**src/rtl/memory_arbiter_2port.sv**
```systemverilog
// Two-master arbiter sharing one single-port synchronous-read RAM.
// Round-robin on ties, lock for atomic sequences, out-of-range accesses filtered.
module memory_arbiter_2port #(
  parameter int DEPTH  = 4096,
  localparam int ADDR_W = $clog2(DEPTH)
) (
  input  logic              i_clk,
  input  logic              i_reset,
  input  logic              i_m0_req,
  input  logic              i_m0_lock,
  input  logic              i_m0_wren,
  input  logic [31:0]       i_m0_addr,
  input  logic [3:0]        i_m0_bmask,
  input  logic [31:0]       i_m0_wdata,
  output logic              o_m0_gnt,
  output logic              o_m0_rvalid,
  output logic [31:0]       o_m0_rdata,
  input  logic              i_m1_req,
  input  logic              i_m1_lock,
  input  logic              i_m1_wren,
  input  logic [31:0]       i_m1_addr,
  input  logic [3:0]        i_m1_bmask,
  input  logic [31:0]       i_m1_wdata,
  output logic              o_m1_gnt,
  output logic              o_m1_rvalid,
  output logic [31:0]       o_m1_rdata,
  output logic [ADDR_W-1:0] o_ram_addr,
  output logic [3:0]        o_ram_bmask,
  output logic [31:0]       o_ram_wdata,
  output logic              o_ram_wren,
  input  logic [31:0]       i_ram_rdata
);

  typedef enum logic [1:0] {ARB, LOCK0, LOCK1} state_e;

  state_e      state_q, state_d;
  logic        last_q, last_d;
  logic        rd0_q, rd0_d;
  logic        rd1_q, rd1_d;
  logic        oor_q, oor_d;

  logic        sel_wren;
  logic [31:0] sel_addr;
  logic [3:0]  sel_bmask;
  logic [31:0] sel_wdata;
  logic        in_range;

  // Grant decision and next state; last_q holds the most recently granted master.
  always_comb begin
    o_m0_gnt = 1'b0;
    o_m1_gnt = 1'b0;
    state_d  = state_q;
    last_d   = last_q;
    case (state_q)
      ARB: begin
        if (i_m0_req && i_m1_req) begin
          if (last_q) o_m0_gnt = 1'b1;
          else        o_m1_gnt = 1'b1;
        end else if (i_m0_req) begin
          o_m0_gnt = 1'b1;
        end else if (i_m1_req) begin
          o_m1_gnt = 1'b1;
        end
      end
      LOCK0: begin
        if (i_m0_req) o_m0_gnt = 1'b1;
        else          state_d  = ARB;
      end
      LOCK1: begin
        if (i_m1_req) o_m1_gnt = 1'b1;
        else          state_d  = ARB;
      end
      default: state_d = ARB;
    endcase
    if (o_m0_gnt) begin
      last_d  = 1'b0;
      state_d = i_m0_lock ? LOCK0 : ARB;
    end else if (o_m1_gnt) begin
      last_d  = 1'b1;
      state_d = i_m1_lock ? LOCK1 : ARB;
    end
  end

  // RAM port mux; everything is forced to zero when nobody is granted.
  always_comb begin
    sel_wren  = o_m1_gnt ? i_m1_wren  : i_m0_wren;
    sel_addr  = o_m1_gnt ? i_m1_addr  : i_m0_addr;
    sel_bmask = o_m1_gnt ? i_m1_bmask : i_m0_bmask;
    sel_wdata = o_m1_gnt ? i_m1_wdata : i_m0_wdata;
    in_range  = (sel_addr[31:ADDR_W] == '0);
    o_ram_addr  = '0;
    o_ram_bmask = '0;
    o_ram_wdata = '0;
    o_ram_wren  = 1'b0;
    if (o_m0_gnt || o_m1_gnt) begin
      o_ram_addr  = sel_addr[ADDR_W-1:0];
      o_ram_bmask = sel_bmask;
      o_ram_wdata = sel_wdata;
      o_ram_wren  = sel_wren & in_range;
    end
    rd0_d = o_m0_gnt & ~i_m0_wren;
    rd1_d = o_m1_gnt & ~i_m1_wren;
    oor_d = ~in_range;
  end

  always_ff @(posedge i_clk or negedge i_reset) begin
    if (!i_reset) begin
      state_q <= ARB;
      last_q  <= 1'b1;
      rd0_q   <= 1'b0;
      rd1_q   <= 1'b0;
      oor_q   <= 1'b0;
    end else begin
      state_q <= state_d;
      last_q  <= last_d;
      rd0_q   <= rd0_d;
      rd1_q   <= rd1_d;
      oor_q   <= oor_d;
    end
  end

  // The RAM answers one cycle after the address, so read data is passed through, not registered.
  assign o_m0_rvalid = rd0_q;
  assign o_m1_rvalid = rd1_q;
  assign o_m0_rdata  = (rd0_q && !oor_q) ? i_ram_rdata : 32'h0;
  assign o_m1_rdata  = (rd1_q && !oor_q) ? i_ram_rdata : 32'h0;

endmodule

```
**config.mk**
```make
export PLATFORM = sky130hd
export DESIGN_NAME = memory_arbiter_2port
export DESIGN_NICKNAME = d
export VERILOG_FILES = /design/src/rtl/memory_arbiter_2port.sv
export SDC_FILE = /design/constraint.sdc
export NUM_CORES = 1
export LEC_CHECK = 0
export BUFFER_PORTS_ARGS = -buffer_cell sky130_fd_sc_hd__buf_2
export CORE_AREA = 3 3 112 114
export CTS_BUF_LIST = sky130_fd_sc_hd__clkbuf_16
export DETAILED_ROUTE_END_ITERATION = 8
export DIE_AREA = 0 0 115 117
export SYNTH_ARGS = -nofsm -noshare
export SYNTH_HDL_FRONTEND = slang
export SYNTH_SLANG_ARGS = --single-unit
export TNS_END_PERCENT = 50
```
**constraint.sdc**
```tcl
create_clock -name i_clk -period 3.6 [get_ports i_clk]
set_input_delay 0.18 -clock i_clk [delete_from_list [all_inputs] [get_ports i_clk]]
set_output_delay 0.18 -clock i_clk [all_outputs]
set_load 0.05 [all_outputs]
```
Word-level counts from Yosys, hierarchy flattened. Index checks and enable logic that the tools add are counted.

Logic and storage cells: 53. Flip-flop bits (word level): 6. Output and inout port bits: 117.

Multiplexer cells: 28. Reductions and logical operators: 9. Equality and inequality tests: 5. Bitwise operators: 6.

Operator list (count): two-way mux 32 bit (5); zero test 20 bit (1); two-way mux 1 bit (12); two-way mux 12 bit (1); two-way mux 2 bit (5); two-way mux 4 bit (2); != test 4 bit (second input constant) (2); one-hot mux 2 bit (3 select lines) (1); one-hot mux 1 bit (2 select lines) (2); bitwise AND 1 bit (3); logical AND 1 bit (3); != test 3 bit (second input constant) (1); inverter 1 bit (3); AND reduction 3 bit (1); == test 2 x 1 -> 1 bit (second input constant) (1); == test 2 bit (second input constant) (1); zero test 2 bit (1); nonzero test 2 bit (1); zero test 1 bit (1); logical OR 1 bit (1).

Depth between registers and ports, before layout.
Depth in word-level cells: 8. Mapped depth: 7. Gate-level depth less buffers: 5.

Worst setup path after synthesis. OpenSTA, ideal clock, no wires.

Path type: flip-flop to output port. Start point: register state_q[0]. End point: output o_ram_addr[1]. Slack: 1.557 ns. Arrival time: 1.863 ns. Cell stages (with the launch flop): 8. Cell sequence: dfrtp_1 -> nand2b_4 -> a21o_1 -> buf_6 -> inv_4 -> buf_6 -> nand2_1 -> a21oi_1.

Cells in the longest elaborated chain, start to end: 4.

RTL lines: start, declared (RTL line 36) `state_e state_q, state_d;`; start signal, assigned (RTL line 114) `state_q <= state_d;`; == test 2 bit or zero test 2 bit (tied branches) (RTL line 54) `case (state_q)`; one-hot mux 1 bit (2 select lines) * (RTL line 54); via o_m1_gnt (RTL line 24) `output logic o_m1_gnt,`; two-way mux 32 bit or logical OR 1 bit (tied branches) (RTL line 87, 95); two-way mux 12 bit * (RTL line 95) `if (o_m0_gnt || o_m1_gnt) begin`; end, declared (RTL line 27) `output logic [ADDR_W-1:0] o_ram_addr,`.

The timed path passes the listed nets; every way through them passes the cells marked *.

Worst setup path in the final report.
Start point: register state_q[1]. End point: output o_ram_wren.

Cells in the longest elaborated chain, start to end: 6.

RTL lines: == test 2 bit or zero test 2 bit (tied branches) (RTL line 54); one-hot mux 1 bit (2 select lines) (RTL line 54); two-way mux 32 bit (RTL line 87) `sel_addr = o_m1_gnt ? i_m1_addr : i_m0_addr;`; zero test 20 bit (RTL line 90) `in_range = (sel_addr[31:ADDR_W] == '0);`; bitwise AND 1 bit (RTL line 99) `o_ram_wren = sel_wren & in_range;`; two-way mux 1 bit * (RTL line 95); end, declared (RTL line 30) `output logic o_ram_wren,`.

Mark *: on every way between the ends. The rest lies on a longest branch, timed or not.

==> results by group <==
Setup path
  – Crit path launch type: flop
  – Worst path max stage delay: around 0.43 ns
  – Worst Setup SP: state_q[1]
  – CP max FO: 31
  – Worst r2r src: state_q[1]
  – Reg-to-reg critical path endpoint: oor_q
  – Crit-path cells: nor2b_4 > a21o_2 > buf_4 > nand4_1 > a22oi_1 > buf_2
  – Critical-path top delay cell: a21o_2
  – CP Capture Type: output pin
  – Reg2reg path depth: 5
  – WS Path Type: reg2out
  – Reg-to-reg setup timing slack: 1.76 ns
  – Worst Path Required: 3.42 ns
  – Worst EP arrival: roughly 2.3 ns

Power
  – PwrDens: 258 nW/um^2
  – Post-route total power: between 0.8 and 0.9 mW
  – Part of the power in registers: 0.095
  – Combinational Power Share: 0.678
  – Leak Pwr: 1.98 nW
  – Switching Power: 0.430 mW
  – Max VDD drop: 0.0806 mV
  – Sw Ratio: 0.532
  – Clock network power share: 0.226
  – Int Power: 0.378 mW

Clock network
  – Buffer count from post-CTS setup fixing: 0
  – Num CTS Buffers: 3
  – CTS H-tree depth: 1
  – Num Clock Sinks: 6
  – Worst-Skew Late Latency: 0.23 ns
  – Clock buffer depth: 2
  – CTS tree: done
  – CTS clock-pin slew for the worst setup and hold paths: 0.03 ns
  – Clk root buf: clkbuf_16

Yosys
  – Synth cell types: 22
  – Largest cells by area after synthesis: and2_1, nand2_1, a21oi_1
  – Mapped Avg Cell Area: 5.63 sq um
  – Post-synth top area cell: and2_1
  – Sequential fraction of the synthesis area: 0.101
  – Post-synth net total: 443
  – Flop and latch count out of synthesis: 6
  – Gate count after technology mapping: 267
  – Syn. warnings: 0
  – Synthesized area: approximately 1500 sq um
  – Synth top area share: 0.279

Hold path
  – Hold Path End: o_m1_rvalid
  – Hold path start: i_m1_wren
  – HP Class: in2reg
  – Hold Path Stages: 2

GRT
  – Pin count of the biggest net entering global routing: 53
  – Total Routing Usage GR: 0.105
  – Initial antenna violation count: 0
  – First-pass GRT wire length: 11600 um
  – Vias in the first global route: 2397
  – Gr ovfl total: 0

Place
  – Port bufs: slightly below 300
  – DP Wirelength: 7080 um
  – Routability cong.: roughly 0.8

Flow run
  – Maxcap violations: 0

Drt
  – Total number of vias: 2720
  – 1st-iter DRT viols: 96
  – DRC Markers: 0
  – M1 WL: 3340 um
  – WL met3: between 500 and 600 um
  – Post-DRT Antenna Nets: 0
  – Routed WL per cell: 12.2 um
  – Via-per-instance ratio: 3.95
  – Routed WL: 8390 um
  – Highest routed layer: met4
  – Met2 wire length: about 4500 um
  – Detailed Routing Iterations Pass 1: 4

Floorplan
  – Die H: between 100 and 150 um
  – Starting Density: 0.130
  – CORE AREA: 11500 sq um
  – I/O pins: between 200 and 300
  – Die area: 13500 sq um
  – FP Rows: 39
  – Die X: 115 um

STA
  – Final count of hold timing violations: 0
  – Setup TNS: 0 ns
  – RSZ-0062 raised after global routing: false
  – Tightest Pin Transition: about 0.71 ns
  – Clock period minus worst slack: 2.44 ns
  – Setup Skew: 0.00130 ns
  – Setup violators final: 0
  – Slew Limit Fails: 0
  – Period utilization: 0.679
  – Fmax: 0.409 GHz
  – Rel. slew slack: 0.526

Finish
  – Most common cell after layout, fill and taps aside: buf_2
  – ANT cells: 0
  – Layout fillers: roughly 1300
  – Layout cell share with drive strength beyond 1: 0.559
  – Final Util: 0.272
  – P&R area growth vs syn: 108%
  – Final #Nets: approximately 720
  – Most frequent cells in the layout: buf_2, nand2_1, and2_1, a21oi_1, nor4_1

Outcome
  – Status: complete, no violations
-- layer usage --
| layer | vias to the layer above | GRT usage |
|---|---|---|
| met1 | 1166 | 0.127 |
| met2 | 133 | 0.197 |
| met5 | - | 0 |
| met3 | 4 | 0.0139 |
| met4 | 0 | 0.0250 |
| li1 | 1417 | - |
-- per-stage QoR --
stage | setup slack (ns) | instances | instance area (sq um) | hold WS, ns
3_3_place_gp | 1.27 | 684 | 3040 | 0.00940
3_5_place_dp | 1.34 | 684 | 3040 | 0.00982
6_report | 1.16 | 689 | 3130 | 0.120
4_1_cts | 1.10 | 689 | 3130 | 0.121
2_1_floorplan | 1.56 | 267 | 1500 | -0.116
5_1_grt | 0.909 | 689 | 3130 | 0.125
-- flip-flops by register name, indices dropped and copies added (netlist names) --
name         flops
last_q           1
o_m0_rvalid      1
o_m1_rvalid      1
oor_q            1
state_q          2
-- cell usage after synthesis --
cell type,count
nand2b_4,1
buf_4,1
nand2_1,97
and3_1,2
nand3_1,1
dfrtp_1,5
nand4_1,2
mux2i_1,1
nor2b_1,4
o21a_1,1
nor2_1,1
and2_1,67
a21oi_1,48
buf_2,7
clkbuf_1,8
buf_6,6
a22oi_1,1
nor4_1,10
a21o_1,1
inv_4,1
dfstp_2,1
nor2b_4,1
-- power groups by stage --
| stage | sequential [mW] | clock, mW | combinational [mW] |
|---|---|---|---|
| after CTS | 0.0773 | 0.188 | 0.554 |
| final | 0.0772 | 0.183 | 0.548 |
| after global routing | 0.0778 | 0.192 | 0.589 |
| after detailed placement | 0.0780 | 0 | 0.551 |
| after floorplan | 0.0827 | 0 | 0.374 |
| after global placement | 0.0777 | 0 | 0.552 |
-- critical path, delay by kind of cell (launching register included) --
| family | cells | cell delay [ns] |
|---|---|---|
| AO/OA/AOI/OAI | 2 | 0.62 |
| flip-flops | 1 | 0.38 |
| AND/OR/NAND/NOR | 2 | 0.34 |
| buffers and inverters | 2 | 0.69 |
-- what timing repair did --
item | CTS | global route
setup endpoints to repair | 0 | 0
gates resized for setup | 0 | 0
endpoints found under the hold margin | 6 | 0
hold buffers | 1 | 0
-- area by class of cell --
cell class / instances / area (sq um) / share of cell area
clock buffer: 3 / 75.1 / 0.0240
clock inverter: 1 / 3.75 / 0.00120
timing repair buffer: 297 / 1500 / 0.480
multi-input combinational: 238 / 1210 / 0.388
sequential: 6 / 151 / 0.0484
inverter: 1 / 6.26 / 0.00200
tap: 143 / 179 / 0.0572
-- worst max path at each step --
stage / end / slack [ns]
2_1_floorplan: o_ram_addr[1] / 1.56
3_3_place_gp: o_ram_wren / 1.27
3_5_place_dp: o_ram_wren / 1.34
4_1_cts: o_ram_wren / 1.10
5_1_grt: o_ram_wren / 0.91
6_report: o_ram_wren / 1.16
-- logic make-up after synthesis --
family / after synthesis / synth area share
buffers and inverters: 23 / 0.0974
multiplexers: 1 / 0.00666
flip-flops: 6 / 0.101
AND/OR/NAND/NOR: 186 / 0.620
AO/OA/AOI/OAI: 51 / 0.175
Power figures use the tool's default switching activity.
